**src/rtl/muldiv_pkg.sv**
```systemverilog
// Shared types and op decode helpers for the iterative RV32M multiply/divide unit.
// Pure declarations: no latency, no flow control.
package muldiv_pkg;

  typedef enum logic [2:0] {
    OP_MUL    = 3'b000,
    OP_MULH   = 3'b001,
    OP_MULHSU = 3'b010,
    OP_MULHU  = 3'b011,
    OP_DIV    = 3'b100,
    OP_DIVU   = 3'b101,
    OP_REM    = 3'b110,
    OP_REMU   = 3'b111
  } muldiv_op_e;

  typedef enum logic [1:0] {
    IDLE,
    CALC,
    FIX,
    DONE
  } state_e;

  function automatic logic is_div(input muldiv_op_e op);
    return op[2];
  endfunction

  function automatic logic src1_signed(input muldiv_op_e op);
    return op inside {OP_MULH, OP_MULHSU, OP_DIV, OP_REM};
  endfunction

  function automatic logic src2_signed(input muldiv_op_e op);
    return op inside {OP_MULH, OP_DIV, OP_REM};
  endfunction

endpackage

```
**src/rtl/muldiv_iter_if.sv**
```systemverilog
// Request/response bundle between the EXU and the multiply/divide unit.
// Valid/ready on both sides; flush aborts whatever is in flight.
interface muldiv_iter_if #(
  parameter int WIDTH = 32
);
  logic             in_valid;
  logic             in_ready;
  logic [2:0]       op;
  logic [WIDTH-1:0] src1;
  logic [WIDTH-1:0] src2;
  logic             flush;
  logic             out_valid;
  logic             out_ready;
  logic [WIDTH-1:0] result;
  logic             busy;

  modport master (
    output in_valid, op, src1, src2, flush, out_ready,
    input  in_ready, out_valid, result, busy
  );

  modport slave (
    input  in_valid, op, src1, src2, flush, out_ready,
    output in_ready, out_valid, result, busy
  );
endinterface

```
**src/rtl/mdu_addsub.sv**
```systemverilog
// WIDTH+1-bit adder/subtractor with carry-out, shared by multiply and divide steps.
// Combinational; no flow control. When subtracting, cout=1 means a >= b.
module mdu_addsub #(
  parameter int WIDTH = 32
) (
  input  logic [WIDTH:0] a,
  input  logic [WIDTH:0] b,
  input  logic           sub,
  output logic [WIDTH:0] sum,
  output logic           cout
);
  logic [WIDTH:0] b_eff;

  assign b_eff = sub ? ~b : b;
  assign {cout, sum} = {1'b0, a} + {1'b0, b_eff} + {{(WIDTH + 1){1'b0}}, sub};
endmodule

```
**src/rtl/muldiv_iter.sv**
```systemverilog
// Radix-2 iterative RV32M mul/div: WIDTH step cycles on magnitudes plus one sign-fix cycle.
// Result after WIDTH+2 cycles (1 for div-by-zero/overflow); in_ready only in IDLE, result held until out_ready.
module muldiv_iter
  import muldiv_pkg::*;
#(
  parameter int WIDTH = 32
) (
  input logic          clk,
  input logic          rst_n,
  muldiv_iter_if.slave bus
);
  localparam int CW = $clog2(WIDTH) + 1;
  localparam logic [WIDTH-1:0] MIN_VAL = {1'b1, {(WIDTH - 1){1'b0}}};

  state_e           state_q, state_d;
  logic [CW-1:0]    cnt_q;
  muldiv_op_e       op_q;
  logic             neg_q, rneg_q;
  logic [WIDTH-1:0] acc_q, lo_q, opb_q, result_q;

  muldiv_op_e       op_in;
  logic             s1_neg, s2_neg, div_zero, div_ovf, early, accept;
  logic [WIDTH-1:0] mag1, mag2, early_res, fix_res;

  always_comb begin
    op_in     = muldiv_op_e'(bus.op);
    s1_neg    = src1_signed(op_in) & bus.src1[WIDTH-1];
    s2_neg    = src2_signed(op_in) & bus.src2[WIDTH-1];
    mag1      = s1_neg ? -bus.src1 : bus.src1;
    mag2      = s2_neg ? -bus.src2 : bus.src2;
    div_zero  = is_div(op_in) && (bus.src2 == '0);
    div_ovf   = ((op_in == OP_DIV) || (op_in == OP_REM)) &&
                (bus.src1 == MIN_VAL) && (bus.src2 == '1);
    early     = div_zero | div_ovf;
    early_res = '0;
    if (div_zero)
      early_res = op_in[1] ? bus.src1 : '1;
    else if (div_ovf)
      early_res = (op_in == OP_DIV) ? MIN_VAL : '0;
    accept    = bus.in_valid && (state_q == IDLE) && !bus.flush;
  end

  // Divide shifts the next dividend bit into the partial remainder before the trial subtract.
  logic             op_div, add_cout;
  logic [WIDTH:0]   div_shift, add_a, add_b, add_sum;

  always_comb begin
    op_div    = is_div(op_q);
    div_shift = {acc_q, lo_q[WIDTH-1]};
    add_a     = op_div ? div_shift : {1'b0, acc_q};
    add_b     = (op_div || lo_q[0]) ? {1'b0, opb_q} : '0;
  end

  mdu_addsub #(.WIDTH(WIDTH)) u_addsub (
    .a    (add_a),
    .b    (add_b),
    .sub  (op_div),
    .sum  (add_sum),
    .cout (add_cout)
  );

  logic [2*WIDTH-1:0] prod, prod_fix;

  always_comb begin
    prod     = {acc_q, lo_q};
    prod_fix = neg_q ? -prod : prod;
    fix_res  = '0;
    case (op_q)
      OP_MUL:                      fix_res = prod_fix[WIDTH-1:0];
      OP_MULH, OP_MULHSU, OP_MULHU: fix_res = prod_fix[2*WIDTH-1:WIDTH];
      OP_DIV, OP_DIVU:             fix_res = neg_q ? -lo_q : lo_q;
      default:                     fix_res = rneg_q ? -acc_q : acc_q;
    endcase
  end

  always_comb begin
    state_d = state_q;
    case (state_q)
      IDLE: if (accept) state_d = early ? DONE : CALC;
      CALC: if (cnt_q == CW'(1)) state_d = FIX;
      FIX:  state_d = DONE;
      DONE: if (bus.out_ready) state_d = IDLE;
      default: state_d = IDLE;
    endcase
    if (bus.flush && (state_q != IDLE))
      state_d = IDLE;
  end

  always_ff @(posedge clk or negedge rst_n) begin
    if (!rst_n)
      state_q <= IDLE;
    else
      state_q <= state_d;
  end

  always_ff @(posedge clk or negedge rst_n) begin
    if (!rst_n) begin
      cnt_q    <= '0;
      op_q     <= OP_MUL;
      neg_q    <= 1'b0;
      rneg_q   <= 1'b0;
      acc_q    <= '0;
      lo_q     <= '0;
      opb_q    <= '0;
      result_q <= '0;
    end else if (accept) begin
      cnt_q  <= CW'(WIDTH);
      op_q   <= op_in;
      neg_q  <= s1_neg ^ s2_neg;
      rneg_q <= s1_neg;
      acc_q  <= '0;
      lo_q   <= is_div(op_in) ? mag1 : mag2;
      opb_q  <= is_div(op_in) ? mag2 : mag1;
      if (early)
        result_q <= early_res;
    end else if (state_q == CALC) begin
      cnt_q <= cnt_q - CW'(1);
      if (op_div) begin
        acc_q <= add_cout ? add_sum[WIDTH-1:0] : div_shift[WIDTH-1:0];
        lo_q  <= {lo_q[WIDTH-2:0], add_cout};
      end else begin
        acc_q <= add_sum[WIDTH:1];
        lo_q  <= {add_sum[0], lo_q[WIDTH-1:1]};
      end
    end else if ((state_q == FIX) && !bus.flush) begin
      result_q <= fix_res;
    end
  end

  assign bus.in_ready  = (state_q == IDLE);
  assign bus.out_valid = (state_q == DONE);
  assign bus.busy      = (state_q != IDLE);
  assign bus.result    = result_q;
endmodule

```
**src/flat_wrapper.sv**
```systemverilog
// flat-port wrapper written by rule: the top's interface ports become plain ports
module muldiv_iter_flat import muldiv_pkg::*;
#(
  parameter int WIDTH = 32
)
  (clk, rst_n, bus_in_valid, bus_op, bus_src1, bus_src2, bus_flush, bus_out_ready, bus_in_ready, bus_out_valid, bus_result, bus_busy);
  muldiv_iter_if #(.WIDTH(WIDTH)) bus_i ();
  input logic clk;
  input logic rst_n;
  input wire logic [$bits(bus_i.in_valid)-1:0] bus_in_valid;
  input wire logic [$bits(bus_i.op)-1:0] bus_op;
  input wire logic [$bits(bus_i.src1)-1:0] bus_src1;
  input wire logic [$bits(bus_i.src2)-1:0] bus_src2;
  input wire logic [$bits(bus_i.flush)-1:0] bus_flush;
  input wire logic [$bits(bus_i.out_ready)-1:0] bus_out_ready;
  output wire logic [$bits(bus_i.in_ready)-1:0] bus_in_ready;
  output wire logic [$bits(bus_i.out_valid)-1:0] bus_out_valid;
  output wire logic [$bits(bus_i.result)-1:0] bus_result;
  output wire logic [$bits(bus_i.busy)-1:0] bus_busy;
  assign bus_i.in_valid = bus_in_valid;
  assign bus_i.op = bus_op;
  assign bus_i.src1 = bus_src1;
  assign bus_i.src2 = bus_src2;
  assign bus_i.flush = bus_flush;
  assign bus_i.out_ready = bus_out_ready;
  assign bus_in_ready = bus_i.in_ready;
  assign bus_out_valid = bus_i.out_valid;
  assign bus_result = bus_i.result;
  assign bus_busy = bus_i.busy;
  muldiv_iter #(.WIDTH(WIDTH)) u_core (.clk(clk), .rst_n(rst_n), .bus(bus_i));
endmodule
```
**config.mk**
```make
export PLATFORM = sky130hd
export DESIGN_NAME = muldiv_iter_flat
export DESIGN_NICKNAME = d
export VERILOG_FILES = /design/src/rtl/muldiv_pkg.sv /design/src/rtl/muldiv_iter_if.sv /design/src/rtl/mdu_addsub.sv /design/src/rtl/muldiv_iter.sv /design/src/flat_wrapper.sv
export SDC_FILE = /design/constraint.sdc
export NUM_CORES = 1
export LEC_CHECK = 0
export CAP_MARGIN = 20
export CORE_MARGIN = 2
export CORE_UTILIZATION = 25
export CTS_BUF_LIST = sky130_fd_sc_hd__clkbuf_16
export CTS_CLUSTER_DIAMETER = 50
export DETAILED_ROUTE_END_ITERATION = 12
export GPL_ROUTABILITY_DRIVEN = 1
export SYNTH_ARGS = -nofsm -noshare
export SYNTH_HDL_FRONTEND = slang
export SYNTH_SLANG_ARGS = --single-unit
export TNS_END_PERCENT = 50
```
**constraint.sdc**
```tcl
create_clock -name clk -period 7.2 [get_ports clk]
set_input_delay 1.8 -clock clk [delete_from_list [all_inputs] [get_ports clk]]
set_output_delay 1.8 -clock clk [all_outputs]
set_load 0.05 [all_outputs]
```
==> results.cfg <==
[route]
vias_per_cell = 5.509
first_pass_iters = 6
wirelength_mm = 55.44
drt_iter0_markers = 1527
drc = 0
top_layer = met4
wire_per_inst_um = 21.28
met1Wirelength_mm = 23.68
wl_met2_mm = 25.48
num_vias = 14360
routed-wl-met3_mm = 4.299
ant_nets = 0

[logic_synthesis]
syn-instance-count = 1849
synth-seq-cells = 141
synth.cell_area_mm2 = 0.01393
syn_avg_cell_area_um2 = 7.535
synth-edff-count = 0
ys_types = 78
syn_nets = 1964
yosysWarnings = 0
synth-main-ff-cell = dfrtp_1
yosysSeqAreaShare = 0.2533
async_flop_share = 1.000

[power]
powerDensity_mw_per_mm2 = 493.7
ir_drop_v = 0.0002480
p_leak_nw = 6.185

[timing]
tns_ns = 0
rsz0062_at_grt = no
clock_skew_ns = 0.01653
setup_viol = 0
tightest_slew_ns = 1.119
maxSlewHeadroom = 0.2529
fin_crit_sh = 0.6842
fmax_mhz = 203.0
period_minus_slack_ns = 4.926
hold_viol = 0
drv_slew = 0

[die]
core_area_mm2 = 0.05509
die_w_um = 240.1
fp-row-count = 86
die_area_mm2 = 0.05763
initial_core_util = 0.2529
ioPinCount = 107
die_y_um = 240.1

[layout]
n_antenna_cell = 0
area_delta_synth_final_pct = 16.41
drive_above_1_share = 0.06405
post-route-cell-area_mm2 = 0.01622
fillers = 6061
layout_commonest_cell = o21ai_0
nets = 1960
regArea_mm2 = 0.003532
multi_input_area_mm2 = 0.009731
final_cell_mix = o21ai_0 (252), nand2_1 (248), dfrtp_1 (140)

[clocking]
clkLatencyLatePin_ns = 0.44
cts_tree = built
cts_buffer_depth = 2
cts_buffers = 17
post_cts_resized = 0
cts.sinks = 141
clk_pin_slew_ns = 0.07
cts-hold-fix-buffers = 0
root_buffer = clkbuf_16
post_cts_buffers = 0
h-tree-depth = 4

[worst_setup_path]
end_kind = register
cp_slowest_cell = nor4_1
crit_type = primary input to register
cp-start-kind = primary input
cp_num_buf_inv = 1
slowest_delay_ns = 0.66
required_ns = 7.50
critPathMaxFanout = 28
cp.arrival_ns = 5.23
cp_cell_sequence = clkdlybuf4s50_1, or4_1, nor4_1, nand4_1, nor2_1, o21a_1, nor2_2, a222oi_1, o21ai_0
critPathTopFamily = simple AND/OR/NAND/NOR gates
r2r_slack_ns = 2.34

[global_routing]
grt_overflow = 0
grt_pass1_vias = 13410
antenna_found_initial = 0
grt_pass1_wl_mm = 82.88
grt_max_degree = 92
grt_usage = 0.1899

[job]
timing.max_cap.violations = 0

[placement]
gp_congestion = 0.9279
dp.final_hpwl_mm = 43.18
portBuffers = 106
placedInstanceArea_mm2 = 0.01556

[outcome]
status = complete, no violations

[min_path]
hold_class = register to register
==> report_power, final <==
part | switching [W] | internal (W)
combinational | 0.00332 | 0.00188
clock | 0.000421 | 0.000566
sequential | 0.000659 | 0.00115
==> layer usage <==
metal / vias to the layer above / track usage
met2: 611 / 0.3050
met1: 6939 / 0.2496
met4: 0 / 0.07416
li1: 6725 / -
met3: 81 / 0.03835
met5: - / 0
==> registers in the layout, indices dropped and copies added, names as in the netlist <==
| name | cells |
|---|---|
| u_core.acc_q | 32 |
| u_core.bus.result | 32 |
| u_core.cnt_q | 6 |
| u_core.lo_q | 32 |
| u_core.neg_q | 1 |
| u_core.op_q | 3 |
| u_core.opb_q | 32 |
| u_core.rneg_q | 1 |
| u_core.state_q | 2 |
==> cell type report <==
cell class                      count  share of cell area
Sequential cell                   141              0.2178
Multi-Input combinational cell   1523              0.6000
Tap cell                          748             0.05771
Clock inverter                     15             0.01358
Timing Repair Buffer              128             0.07684
Inverter                           34            0.007869
Clock buffer                       17             0.02623
==> kinds of logic (layout without fill, tap and decap cells) <==
kind of cell / after synthesis / count (layout) / share of synthesized area
AO/OA/AOI/OAI: 617 / 617 / 0.2705
flip-flops: 141 / 141 / 0.2533
AND/OR/NAND/NOR: 585 / 585 / 0.1999
multiplexers: 97 / 97 / 0.07238
adder cells (fa/ha/maj): 43 / 43 / 0.03916
buffers and inverters: 185 / 194 / 0.05101
XOR/XNOR: 181 / 181 / 0.1138
==> worst register-to-register path: cells and delay by family, from the launching register on <==
family          cells  cell delay, ns
mux                 1            0.26
buf+inv             1            0.20
simple gates        5            1.22
fa+ha+maj           1            0.46
compound gates      5            1.69
flops               1            0.87
==> worst paths after layout <==
check / from / endpoint / cells after the start
min in group asynchronous: rst_n / u_core.bus.result[26] / 1
max: bus_src1[26] / u_core.bus.result[4] / 9
min: u_core.bus.result[9] / u_core.bus.result[9] / 2
max in group asynchronous: rst_n / u_core.op_q[2] / 2
min reg2reg: u_core.bus.result[9] / u_core.bus.result[9] / 2
max reg2reg: u_core.op_q[2] / u_core.acc_q[19] / 13
==> cells in the mapped netlist (16+ instances only) <==
cell type  number  area share
nand2_1       248       0.067
a21o_1         19       0.010
nand3_1        29       0.010
a31oi_1        23       0.010
inv_1          34      0.0092
nor4_1         17      0.0076
dfrtp_1       141        0.25
o31ai_1        30       0.016
mux2i_1        67       0.048
ha_1           42       0.038
xnor2_1        84       0.053
or4_1          17      0.0092
xor2_1         97       0.061
a21oi_1       110       0.040
nor2b_1        16      0.0072
a22oi_1        25       0.013
nand4_1        32       0.014
o211ai_1       38       0.020
clkbuf_1      136       0.037
o21ai_0       252       0.091
mux2_2         30       0.024
o22ai_1        25       0.011
nor3_1         31       0.011
nor2_1        114       0.031
==> stage by stage <==
step | utilization | hold slack, ns | total power, W | instances | worst slack [ns]
2_1_floorplan | - | 0.4553 | 0.005227 | 1849 | 2.870
3_3_place_gp | 0.2818 | 0.4771 | 0.006824 | 2571 | 1.984
3_5_place_dp | 0.2824 | 0.4882 | 0.006902 | 2573 | 1.976
4_1_cts | 0.2941 | 0.4957 | 0.007911 | 2605 | 1.979
5_1_grt | 0.2944 | 0.5259 | 0.008529 | 2606 | 1.842
6_report | 0.2944 | 0.4988 | 0.008006 | 2606 | 2.274
No activity file was read; power rests on OpenSTA's default activity.
